### src/rtl/matmul_sequencer_if.sv
// Handshake and data bundle between the matmul sequencer, its load/readout
// master and the 2x2 PE array.
interface matmul_sequencer_if;
  localparam int unsigned DW = 8;
  localparam int unsigned RW = 16;

  logic          load_en;
  logic          load_sel_ab;
  logic [1:0]    load_index;
  logic [DW-1:0] in_data;
  logic          output_en;
  logic [1:0]    output_sel;
  logic          output_hi;
  logic [RW-1:0] c00, c01, c10, c11;
  logic [DW-1:0] a_row0, a_row1, b_col0, b_col1;
  logic          pe_clear;
  logic          pe_en;
  logic [DW-1:0] out_data;
  logic          busy;
  logic          done;

  modport master (
    output load_en, load_sel_ab, load_index, in_data,
    output output_en, output_sel, output_hi,
    output c00, c01, c10, c11,
    input  a_row0, a_row1, b_col0, b_col1,
    input  pe_clear, pe_en, out_data, busy, done
  );

  modport slave (
    input  load_en, load_sel_ab, load_index, in_data,
    input  output_en, output_sel, output_hi,
    input  c00, c01, c10, c11,
    output a_row0, a_row1, b_col0, b_col1,
    output pe_clear, pe_en, out_data, busy, done
  );
endinterface

### src/rtl/matmul_sequencer.sv
// Operand loader and skew sequencer for a 2x2 output-stationary PE array:
// collects A and B, feeds skewed edges, captures and reads back C.
module matmul_sequencer (
  input  logic               clk,
  input  logic               rst_n,
  matmul_sequencer_if.slave  bus
);
  localparam int unsigned DW   = 8;
  localparam int unsigned RW   = 16;
  localparam int unsigned NOPS = 8;
  localparam int unsigned NRES = 4;

  typedef enum logic [2:0] {
    S_IDLE, S_CLEAR, S_FEED0, S_FEED1, S_FEED2, S_FLUSH, S_CAPTURE, S_DONE
  } state_e;

  state_e          state_q, state_d;
  logic [NOPS-1:0] mask_q, mask_d;
  logic [DW-1:0]   ops_q [NOPS];
  logic [DW-1:0]   ops_d [NOPS];
  logic [RW-1:0]   res_q [NRES];
  logic [RW-1:0]   res_d [NRES];
  logic [DW-1:0]   out_q, out_d;

  logic [2:0]      load_addr;
  logic [NOPS-1:0] load_bit;
  logic [RW-1:0]   rd_word;

  // Store layout: 0-3 = A00,A01,A10,A11; 4-7 = B00,B01,B10,B11
  assign load_addr = {bus.load_sel_ab, bus.load_index};
  assign load_bit  = NOPS'(1) << load_addr;
  assign rd_word   = res_q[bus.output_sel];
  assign bus.out_data = out_q;

  always_ff @(posedge clk or negedge rst_n) begin
    if (!rst_n) begin
      state_q <= S_IDLE;
      mask_q  <= '0;
      out_q   <= '0;
      for (int i = 0; i < NOPS; i++) ops_q[i] <= '0;
      for (int i = 0; i < NRES; i++) res_q[i] <= '0;
    end else begin
      state_q <= state_d;
      mask_q  <= mask_d;
      out_q   <= out_d;
      for (int i = 0; i < NOPS; i++) ops_q[i] <= ops_d[i];
      for (int i = 0; i < NRES; i++) res_q[i] <= res_d[i];
    end
  end

  always_comb begin
    state_d      = state_q;
    mask_d       = mask_q;
    ops_d        = ops_q;
    res_d        = res_q;
    out_d        = out_q;
    bus.pe_clear = 1'b0;
    bus.pe_en    = 1'b0;
    bus.busy     = 1'b0;
    bus.done     = 1'b0;
    bus.a_row0   = '0;
    bus.a_row1   = '0;
    bus.b_col0   = '0;
    bus.b_col1   = '0;

    // Readout samples results as they stood before this edge
    if (bus.output_en) begin
      if (state_q == S_DONE) out_d = bus.output_hi ? rd_word[RW-1:DW] : rd_word[DW-1:0];
      else                   out_d = '0;
    end

    case (state_q)
      S_IDLE: begin
        if (bus.load_en) begin
          ops_d[load_addr] = bus.in_data;
          if ((mask_q | load_bit) == '1) begin
            mask_d  = '0;
            state_d = S_CLEAR;
          end else begin
            mask_d = mask_q | load_bit;
          end
        end
      end
      S_CLEAR: begin
        bus.pe_clear = 1'b1;
        bus.busy     = 1'b1;
        state_d      = S_FEED0;
      end
      S_FEED0: begin
        bus.pe_en  = 1'b1;
        bus.busy   = 1'b1;
        bus.a_row0 = ops_q[0];
        bus.b_col0 = ops_q[4];
        state_d    = S_FEED1;
      end
      S_FEED1: begin
        bus.pe_en  = 1'b1;
        bus.busy   = 1'b1;
        bus.a_row0 = ops_q[1];
        bus.a_row1 = ops_q[2];
        bus.b_col0 = ops_q[6];
        bus.b_col1 = ops_q[5];
        state_d    = S_FEED2;
      end
      S_FEED2: begin
        bus.pe_en  = 1'b1;
        bus.busy   = 1'b1;
        bus.a_row1 = ops_q[3];
        bus.b_col1 = ops_q[7];
        state_d    = S_FLUSH;
      end
      S_FLUSH: begin
        bus.pe_en = 1'b1;
        bus.busy  = 1'b1;
        state_d   = S_CAPTURE;
      end
      S_CAPTURE: begin
        bus.busy = 1'b1;
        res_d[0] = bus.c00;
        res_d[1] = bus.c01;
        res_d[2] = bus.c10;
        res_d[3] = bus.c11;
        state_d  = S_DONE;
      end
      S_DONE: begin
        bus.done = 1'b1;
        // A new load restarts collection from an empty mask
        if (bus.load_en) begin
          ops_d[load_addr] = bus.in_data;
          mask_d           = load_bit;
          state_d          = S_IDLE;
        end
      end
      default: state_d = S_IDLE;
    endcase
  end
endmodule

### src/flat_wrapper.sv
// flat-port wrapper written by rule: the top's interface ports become plain ports
module matmul_sequencer_flat 
  (clk, rst_n, bus_load_en, bus_load_sel_ab, bus_load_index, bus_in_data, bus_output_en, bus_output_sel, bus_output_hi, bus_c00, bus_c01, bus_c10, bus_c11, bus_a_row0, bus_a_row1, bus_b_col0, bus_b_col1, bus_pe_clear, bus_pe_en, bus_out_data, bus_busy, bus_done);
  matmul_sequencer_if bus_i ();
  input  logic clk;
  input  logic rst_n;
  input wire logic [$bits(bus_i.load_en)-1:0] bus_load_en;
  input wire logic [$bits(bus_i.load_sel_ab)-1:0] bus_load_sel_ab;
  input wire logic [$bits(bus_i.load_index)-1:0] bus_load_index;
  input wire logic [$bits(bus_i.in_data)-1:0] bus_in_data;
  input wire logic [$bits(bus_i.output_en)-1:0] bus_output_en;
  input wire logic [$bits(bus_i.output_sel)-1:0] bus_output_sel;
  input wire logic [$bits(bus_i.output_hi)-1:0] bus_output_hi;
  input wire logic [$bits(bus_i.c00)-1:0] bus_c00;
  input wire logic [$bits(bus_i.c01)-1:0] bus_c01;
  input wire logic [$bits(bus_i.c10)-1:0] bus_c10;
  input wire logic [$bits(bus_i.c11)-1:0] bus_c11;
  output wire logic [$bits(bus_i.a_row0)-1:0] bus_a_row0;
  output wire logic [$bits(bus_i.a_row1)-1:0] bus_a_row1;
  output wire logic [$bits(bus_i.b_col0)-1:0] bus_b_col0;
  output wire logic [$bits(bus_i.b_col1)-1:0] bus_b_col1;
  output wire logic [$bits(bus_i.pe_clear)-1:0] bus_pe_clear;
  output wire logic [$bits(bus_i.pe_en)-1:0] bus_pe_en;
  output wire logic [$bits(bus_i.out_data)-1:0] bus_out_data;
  output wire logic [$bits(bus_i.busy)-1:0] bus_busy;
  output wire logic [$bits(bus_i.done)-1:0] bus_done;
  assign bus_i.load_en = bus_load_en;
  assign bus_i.load_sel_ab = bus_load_sel_ab;
  assign bus_i.load_index = bus_load_index;
  assign bus_i.in_data = bus_in_data;
  assign bus_i.output_en = bus_output_en;
  assign bus_i.output_sel = bus_output_sel;
  assign bus_i.output_hi = bus_output_hi;
  assign bus_i.c00 = bus_c00;
  assign bus_i.c01 = bus_c01;
  assign bus_i.c10 = bus_c10;
  assign bus_i.c11 = bus_c11;
  assign bus_a_row0 = bus_i.a_row0;
  assign bus_a_row1 = bus_i.a_row1;
  assign bus_b_col0 = bus_i.b_col0;
  assign bus_b_col1 = bus_i.b_col1;
  assign bus_pe_clear = bus_i.pe_clear;
  assign bus_pe_en = bus_i.pe_en;
  assign bus_out_data = bus_i.out_data;
  assign bus_busy = bus_i.busy;
  assign bus_done = bus_i.done;
  matmul_sequencer u_core (.clk(clk), .rst_n(rst_n), .bus(bus_i));
endmodule
### config.mk
export PLATFORM = sky130hd
export DESIGN_NAME = matmul_sequencer_flat
export DESIGN_NICKNAME = d
export VERILOG_FILES = /design/src/rtl/matmul_sequencer_if.sv /design/src/rtl/matmul_sequencer.sv /design/src/flat_wrapper.sv
export SDC_FILE = /design/constraint.sdc
export NUM_CORES = 1
export LEC_CHECK = 0
export ABC_AREA = 1
export CAP_MARGIN = 20
export CORE_MARGIN = 2
export CORE_UTILIZATION = 35
export CTS_CLUSTER_SIZE = 28
export DETAILED_ROUTE_END_ITERATION = 10
export DONT_BUFFER_PORTS = 1
export PLACE_DENSITY = 0.53
export RECOVER_POWER = 50
export SLEW_MARGIN = 0
export SYNTH_ARGS = -nofsm -noshare
export SYNTH_HDL_FRONTEND = slang
export SYNTH_SLANG_ARGS = --single-unit
export TNS_END_PERCENT = 100
### constraint.sdc
create_clock -name clk -period 1.75 [get_ports clk]
set_clock_uncertainty 0.05 [all_clocks]
set_input_delay 0.0875 -clock clk [delete_from_list [all_inputs] [get_ports clk]]
set_output_delay 0.0875 -clock clk [all_outputs]
set_load 0.005 [all_outputs]
==> metrics.txt, run 1 <==
largest net degree at the start of global routing 148; Initial Util 35.5%; Post-DP HPWL 12200 um; Worst slew margin 59.5%; Post-CTS Hold Buffers 81; reg-to-reg startpoint u_core.state_q[1]; register area 0.00368 mm^2; GP Congestion 0.827; port buffer count 0; drt drc 0; Cell Count Post-Placement 1000; LEAKAGE 4.29 nW; CP Class reg2out; WL final 20100 um; Avg Cell Area, Syn 9.02 um^2; Tmin final 1.81 ns; Final Cycle Share 103%; ANT cells 0; Worst EP arrival 1.67 ns; grt total ovfl 0; Fillers 1797; largest cells by area after synthesis dfrtp_1 54%, nand2_1 9.4%, mux2_2 7.9%; DR vias 5751; hold_ws -0.690 ns; Worst path most repeated cell buf_6; Clock Pin Slew Worst Setup and Hold Paths 0.06 ns; Pins Over Slew Limit 0; slowest library cell on the worst path dfrtp_1; FF-to-FF End u_core.res_q[63]; CP max FO 8; Synth Warn # 0; post-synth top area share 53.6%; max_cap viols 0; count of final hold-check violations 148; final worst slack -0.0557 ns; Core Footprint 0.0193 mm^2; Placed Area 0.00721 mm^2; cell chosen for the clock root clkbuf_16; drt pass-1 iters 5; failing checks hold timing, setup timing; CTS tree yes; Multi-input gate area 0.00326 mm^2; die area 0.0207 mm^2; CTS H-tree depth 4; reg2reg path depth 7; Row Count 51; initial antenna violation count 0; most area-hungry cell type in the Yosys netlist dfrtp_1; Area growth, synth to finish 37.0%; Cell variety after synth 26; Cells after Synth 760; worst skew pair latency 0.42 ns; Max Root-Sink Buffers 2; clock buffer count from CTS 17; register area share after synthesis 53.6%; register-to-register setup slack -0.04 ns; Top Ports 126; Final ANT Viol Nets 0; Hold Path Class in2async; VDD IR max 0.757 mV; RSZ-0062 raised after global routing true; Die Span X 144 um; first-pass GRT wire length 31300 um; status complete, but fails checks; Final Setup Violations 52; share of cells above drive strength 1 25.0%; Final nets 936; post-route non-filler standard cell count 1128; Tot Pwr 15.1 mW; vias in the first global route 5832; required time worst endpoint 1.61 ns; Yosys reg bits 147; Die Y 144 um; Finished Cell Area 0.00940 mm^2; Critical Path Source Type register; vias per cell 5.10; crit-path max cell delay 0.40 ns; commonest cells after routing, fill and taps aside 146 x dfrtp_1, 139 x nand2_1, 81 x dlygate4sd3_1; total track usage 19.9%; actual slew at the worst max-slew pin 0.606 ns; fmax 554 MHz; CP endpoint kind output pin; Iteration-0 DRC Markers 311; syn_nets 846; Power Density 1610 mW/mm^2; clk sink count 147; mapped cell area 0.00686 mm^2; CP cell instances buf_6 > buf_6 > ha_4 > buf_6 > clkbuf_16 > nand3_2 > nand2_2; Avg WL per Cell 17.8 um; commonest non-fill, non-tap cell in the layout dfrtp_1
cell families after synthesis:
group | after synthesis | share of synthesized area (%)
AO/OA/AOI/OAI | 146 | 12.2
multiplexers | 48 | 7.88
buffers and inverters | 97 | 5.99
flip-flops | 147 | 53.6
AND/OR/NAND/NOR | 318 | 19.6
adder cells (fa/ha/maj) | 4 | 0.730
final cells by class:
cell class	instances	area share, %
Multi-Input combinational cell	517	34.7
Sequential cell	147	39.2
Inverter	48	2.16
Clock buffer	18	4.57
Timing Repair Buffer	119	14.0
Tap cell	265	3.53
Clock inverter	14	1.89
worst max-delay path: cells and delay by family (launching register included):
family | cells | cell delay, ns
AND/OR/NAND/NOR | 2 | 0.13
flip-flops | 1 | 0.40
buffers and inverters | 4 | 0.55
adder cells (fa/ha/maj) | 1 | 0.16
routing by layer:
layer	part of all wire (%)	wire length [um]	GRT usage, %	up-vias
met5	0	0	0	-
met4	2.6	530	8.15	0
met3	6.2	1240	5.26	34
met2	50	9980	32.3	158
met1	41	8320	25.1	2825
li1	-	-	-	2734
cells in the mapped netlist:
master	count
o21ai_2	8
nand3_2	2
o211ai_1	27
inv_4	1
nand2_2	4
inv_1	42
dfrtp_1	147
nand2_1	172
nand3_1	86
ha_1	4
nor2_1	47
clkbuf_1	28
buf_6	3
clkinv_1	3
nor2_2	1
o21ai_1	1
buf_4	1
inv_2	2
o221ai_1	1
or2_1	6
o21ai_0	86
a21oi_1	22
buf_1	3
buf_2	14
mux2_2	48
o2111ai_1	1
how the worst max path moves through the flow:
| stage | start | end | slack [ns] | cells after the start |
|---|---|---|---|---|
| after global routing | u_core.state_q[1] | bus_a_row0[5] | -0.09 | 7 |
| after CTS | u_core.state_q[1] | u_core.ops_q[48] | -0.06 | 10 |
| after detailed placement | u_core.state_q[0] | u_core.ops_q[47] | -0.15 | 10 |
| after global placement | u_core.state_q[0] | u_core.ops_q[38] | -0.05 | 10 |
| after floorplan | u_core.state_q[0] | u_core.ops_q[5] | -0.16 | 14 |
| final | u_core.state_q[1] | bus_a_row0[5] | -0.06 | 7 |
through the flow:
step / util [%] / setup TNS [ns] / setup slack (ns)
6_report: 48.6 / -1.59 / -0.0557
2_1_floorplan: - / -2.68 / -0.165
3_5_place_dp: 37.3 / -4.86 / -0.150
3_3_place_gp: 37.3 / -1.08 / -0.0493
4_1_cts: 46.2 / -3.82 / -0.0631
5_1_grt: 48.6 / -5.10 / -0.0920
sequential cells by signal, summed over array words and instances, names as in the netlist:
name and count:
u_core.bus.out_data 8, u_core.mask_q 8, u_core.state_q 3, u_core.res_q 64
u_core.ops_q 64
what timing repair did:
item | 4_1_cts | 5_1_grt
buffers inserted | 5 | 5
setup endpoints to repair | 102 | 160
gates resized for setup | 37 | 118
pin swaps | 11 | 44
endpoints found under the hold margin | 265 | 147
cloned | 4 | 2
where the power goes:
part	internal (mW)	switching, mW
combinational	2.60	2.76
sequential	5.02	0.958
clock	2.26	1.50
Note: power is estimated with default switching activity, not from simulation.
==> run 2, diff against run 1 <==
- clock period: 1.75 -> 1.6 ns (I/O delays scaled with it)
==> run 2 against run 1 <==
Compared with the run above: the run still ends with hold timing, setup timing left; core utilization rose by 6.6 points; non-clock buffer count rose by 42; register-to-register slack got worse by 0.21 ns; via count grew 9.3%; die area stayed put; sequential power increased by 12%; count of clock-buffer cells in the layout is 2 higher; critical path type is now reg2reg; critical endpoint is now u_core.ops_q[47].
==> metrics.txt, run 2 (synthesis gave the netlist of run 1 again) <==
M2 GR Usage 37.7% (+5.4 points); Hold Path Class in2async; Max Root-Sink Buffers 2 (unchanged); ANT cells 0 (unchanged); Multi-input gate area 0.00384 mm^2 (+18%); Clock power frac 21.0% (-3.9 points); port buffer count 0 (unchanged); actual slew at the worst max-slew pin 0.626 ns (+0.0195 ns); failing checks hold timing, setup timing; Worst slew margin 58.2% (-1.3 points); final worst slack -0.245 ns (-0.190 ns); hold_ws -0.695 ns (-0.00417 ns); commonest non-fill, non-tap cell in the layout dfrtp_1; vias per cell 5.33 (+4.6%); Die Y 144 um (unchanged); count of final hold-check violations 173 (+17%); clock buffer count from CTS 17 (unchanged); RSZ-0062 raised after global routing true; status complete, but fails checks; CP endpoint kind register; first-pass GRT wire length 34400 um (+10%); largest registers u_core.ops_q: 64 flops, u_core.res_q: 64 flops; CTS H-tree depth 4 (unchanged); Final Cycle Share 115%; Logic pwr share 42.9% (+7.4 points); Row Count 51 (unchanged); Avg WL per Cell 20.3 um (+14%); GP Congestion 0.789 (-4.6%); die area 0.0207 mm^2 (unchanged); Clock Pin Slew Worst Setup and Hold Paths 0.07 ns (about the same); Critical Path Source Type register; Die Span X 144 um (unchanged); register area 0.00368 mm^2 (unchanged); largest net degree at the start of global routing 148 (unchanged); Top Usage Layer GRT met2; CP max FO 8 (unchanged); Pins Over Slew Limit 0 (unchanged); WL final 24000 um (+19%); met1 Use GR 25.8% (+0.69 points); share of cells above drive strength 1 38.6% (+14 points); Core Footprint 0.0193 mm^2 (unchanged); vias in the first global route 6282 (+7.7%); switching share of power 36.5% (+2.0 points); Tmin final 1.85 ns; met3 Usage GRT 5.66% (+0.40 points); Power Density 1740 mW/mm^2 (+8.4%); Final Setup Violations 179 (+240%); DR vias 6286 (+9.3%); Top Ports 126 (unchanged); required time worst endpoint 1.85 ns (+0.24 ns); Area growth, synth to finish 55.5%; Worst EP arrival 2.09 ns (+0.42 ns); Net Switching 6.78 mW (+30%); commonest cells after routing, fill and taps aside 146 x dfrtp_1, 118 x nand2_1, 80 x dlygate4sd3_1; drt pass-1 iters 5 (unchanged); drt drc 0 (unchanged); Final ANT Viol Nets 0 (unchanged); VDD IR max 1.09 mV (+44%); initial antenna violation count 0 (unchanged); Post-DP HPWL 12400 um (+1.5%); final core area utilization 55.2% (+6.6 points); CTS tree yes; Final nets 987 (+5.4%); Iteration-0 DRC Markers 345 (+11%); fmax 542 MHz; max_cap viols 0 (unchanged); CP Class reg2reg; setup TNS -24.83 ns (-23.23 ns); worst skew pair latency 0.42 ns (about the same); LEAKAGE 4.78 nW (+11%); total track usage 22.0% (+2.1 points); Sequential Power Share 36.1% (-3.5 points); Fillers 1591 (-11%); Initial Util 35.5% (unchanged); clk sink count 147 (unchanged); cell chosen for the clock root clkbuf_16; reg2reg path depth 11 (+4); internal power 11.8 mW (+19%); grt total ovfl 0 (unchanged)
[run 2: area by class of cell]
class,instances,area share [%]
multi-input cells,526,36.0
flip-flops and latches,147,34.5
repair buffers,161,19.0
clock buffers,20,4.19
well taps,265,3.11
inverters,48,2.03
clock inverters,12,1.17
[run 2: power by group through the flow]
stage                     clock [mW]  combinational [mW]  sequential (mW)
after detailed placement           0                4.31             6.42
final                           3.90                7.96             6.70
after floorplan                    0                3.24             6.15
after CTS                       3.95                6.13             6.42
after global placement             0                4.13             6.34
after global routing            4.09                8.54             6.85
[run 2: per-layer routing]
layer,part of all wire (%),vias up,wire (um)
met5,0,-,0
met4,3.4,0,803
met3,6.8,46,1630
met2,51,239,12300
met1,39,3140,9240
li1,-,2861,-
[run 2: final timing paths]
check                                       start                end  slack (ns)
worst max-delay path            u_core.state_q[0]   u_core.ops_q[47]       -0.25
worst min-delay path                        rst_n   u_core.ops_q[59]       -0.69
worst max register to register  u_core.state_q[0]   u_core.ops_q[47]       -0.25
worst min register to register   u_core.mask_q[7]   u_core.mask_q[7]        0.43
max in group asynchronous                   rst_n   u_core.res_q[36]        1.81
min in group clk                      bus_load_en  u_core.state_q[0]       -0.09
[run 2: stage by stage]
step	setup slack [ns]	hold slack [ns]	power (mW)	cells	area, um^2
after floorplan	-0.315	-0.266	9.39	760	6980
after global placement	-0.0883	-0.254	10.5	1010	7350
after detailed placement	-0.171	-0.254	10.7	1010	7350
after CTS	-0.146	-0.707	16.5	1156	9650
after global routing	-0.277	-0.713	19.5	1179	10700
final	-0.245	-0.695	18.6	1179	10700
[run 2: repair_timing]
action,4_1_cts,5_1_grt
endpoints found under the hold margin,291,183
resized for setup,180,175
setup endpoints to repair,167,183
gates cloned,20,7
hold buffers,79,1
buffers inserted,21,19
pin swaps,63,92
[run 2: worst max-delay path: stages (launching register included)]
cell and delay [ns]:
dfrtp_1 0.41, inv_2 0.11, ha_4 0.17, inv_4 0.04
nor2_4 0.13, inv_4 0.06, nand2_8 0.11, buf_12 0.12
nand2_8 0.05, or2_4 0.32, nand2_2 0.08, o21ai_1 0.07
==> run 3, diff against run 2 <==
- SETUP_SLACK_MARGIN: not set -> 0.15
==> run 3 against run 2 <==
Compared with the run above: the flow still finishes with violations (hold timing, setup timing); final cell count decreased by 1.2%; register-to-register slack improved by 0.04 ns; non-clock buffer count decreased by 12; worst setup slack improved by 0.037 ns; combinational power decreased by 14%; wire length decreased by 8.4%; total power decreased by 6.4%; sequential cell count unchanged; design area decreased by 5.8%; count of clock-buffer cells in the layout unchanged; global-route usage decreased by 1.6 points; critical path type unchanged; critical endpoint is now u_core.ops_q[48].
==> metrics.txt, run 3 (synthesis gave the netlist of run 1 again) <==
status complete, but fails checks; failing checks hold timing, setup timing; M2 GR Usage 34.5% (-3.2 points); RSZ-0062 raised after global routing true; total track usage 20.4% (-1.6 points); Critical Path Source Type register; Power Density 1730 mW/mm^2 (-0.65%); drt drc 0 (unchanged); GP Congestion 0.853 (+8.1%); share of cells above drive strength 1 34.1% (-4.5 points); port buffer count 0 (unchanged); CP max FO 8 (unchanged); Initial Util 35.5% (unchanged); ANT cells 0 (unchanged); Top Usage Layer GRT met2; Pins Over Slew Limit 0 (unchanged); final worst slack -0.208 ns (+0.0370 ns); CP Class reg2reg; LEAKAGE 4.52 nW (-5.4%); drt pass-1 iters 5 (unchanged); max_cap viols 0 (unchanged); grt total ovfl 0 (unchanged); required time worst endpoint 1.82 ns (-0.03 ns); largest registers u_core.ops_q: 64 flops, u_core.res_q: 64 flops; Core Footprint 0.0193 mm^2 (unchanged); Worst EP arrival 2.03 ns (-0.06 ns); vias per cell 5.26 (-1.3%); Die Y 144 um (unchanged); Top Ports 126 (unchanged); Tmin final 1.81 ns (-0.0370 ns); Final nets 973 (-1.4%); worst skew pair latency 0.42 ns (about the same); Row Count 51 (unchanged); met3 Usage GRT 5.10% (-0.57 points); CP endpoint kind register; commonest non-fill, non-tap cell in the layout dfrtp_1; count of final hold-check violations 155 (-10%); die area 0.0207 mm^2 (unchanged); Final Setup Violations 152 (-15%); cell chosen for the clock root clkbuf_16; Clock Pin Slew Worst Setup and Hold Paths 0.06 ns (about the same); first-pass GRT wire length 32300 um (-6.1%); fmax 553 MHz (+2.0%); commonest cells after routing, fill and taps aside 147 x dfrtp_1, 105 x nand2_1, 80 x dlygate4sd3_1; Iteration-0 DRC Markers 424 (+23%); clk sink count 147 (unchanged); setup TNS -17.82 ns (+7.01 ns); actual slew at the worst max-slew pin 0.627 ns (+0.00136 ns); VDD IR max 0.852 mV (-22%); initial antenna violation count 0 (unchanged); Avg WL per Cell 18.8 um (-7.3%); vias in the first global route 5949 (-5.3%); met1 Use GR 25.7% (-0.12 points); Hold Path Class in2async; Tot Pwr 17.4 mW (-6.4%); post-route non-filler standard cell count 1165 (-1.2%); Post-DP HPWL 12200 um (-1.2%); Cell Count Post-Placement 1005 (-0.50%); Max Root-Sink Buffers 2 (unchanged); WL final 22000 um (-8.4%); hold_ws -0.693 ns (+0.00159 ns); Area growth, synth to finish 46.5%; Final Cycle Share 113% (-2.3 points); clock buffer count from CTS 17 (unchanged); CTS H-tree depth 4 (unchanged); Worst slew margin 58.1% (-0.091 points); Post-Place Worst Slack -0.278 ns (-0.107 ns); largest net degree at the start of global routing 148 (unchanged); CTS tree yes; DR vias 6132 (-2.4%); Die Span X 144 um (unchanged); Final ANT Viol Nets 0 (unchanged); Post-CTS Hold Buffers 81 (+2.5%)
run 3: metrics by stage:
stage	hold slack, ns	cell area (um^2)	util [%]
after floorplan	-0.266	6980	-
after global placement	-0.257	7250	37.5
after detailed placement	-0.257	7250	37.5
after CTS	-0.706	9370	48.5
after global routing	-0.710	10000	52.0
final	-0.693	10000	52.0
run 3: critical path: stages, from the launching register on:
cell and delay [ns]:
dfrtp_1 0.40, inv_2 0.10, ha_4 0.16, inv_4 0.04, nor2_4 0.09, inv_2 0.06
nand2_4 0.09, nand2_8 0.07, buf_4 0.14, or2_4 0.28, nand2_1 0.08, o21ai_0 0.10
run 3: area by class of cell:
class	count	area, um^2
inverter	48	211
fill	1728	9290
clock inverter	12	125
clock buffer	20	457
timing repair buffer	149	1720
tap	265	332
sequential	147	3680
multi-input combinational	524	3520
run 3: worst paths after layout:
check	from	endpoint	slack, ns	depth (start not counted)
max	u_core.state_q[0]	u_core.ops_q[48]	-0.21	11
min	rst_n	u_core.ops_q[31]	-0.69	0
max reg2reg	u_core.state_q[0]	u_core.ops_q[48]	-0.21	11
min reg2reg	u_core.ops_q[10]	u_core.ops_q[10]	0.44	2
max in group asynchronous	rst_n	u_core.res_q[16]	1.86	0
min in group clk	bus_load_en	u_core.ops_q[15]	-0.03	3
run 3: power by group:
part	switching, mW	total [mW]	internal [mW]
Clock	1.66	3.91	2.25
Sequential	1.14	6.62	5.48
Combinational	3.38	6.83	3.45
Total	6.18	17.4	11.2
run 3: metal layers:
| layer | wire (um) | up-vias |
|---|---|---|
| met5 | 0 | - |
| met4 | 377 | 0 |
| met3 | 1550 | 33 |
| met2 | 11100 | 241 |
| met1 | 8890 | 3045 |
| li1 | - | 2813 |
run 3: repair_timing:
item	in CTS	in global routing
gates cloned	10	8
endpoints found under the setup margin	178	182
pin swaps	53	61
setup buffers	17	12
endpoints found under the hold margin	267	152
gates resized for setup	145	117
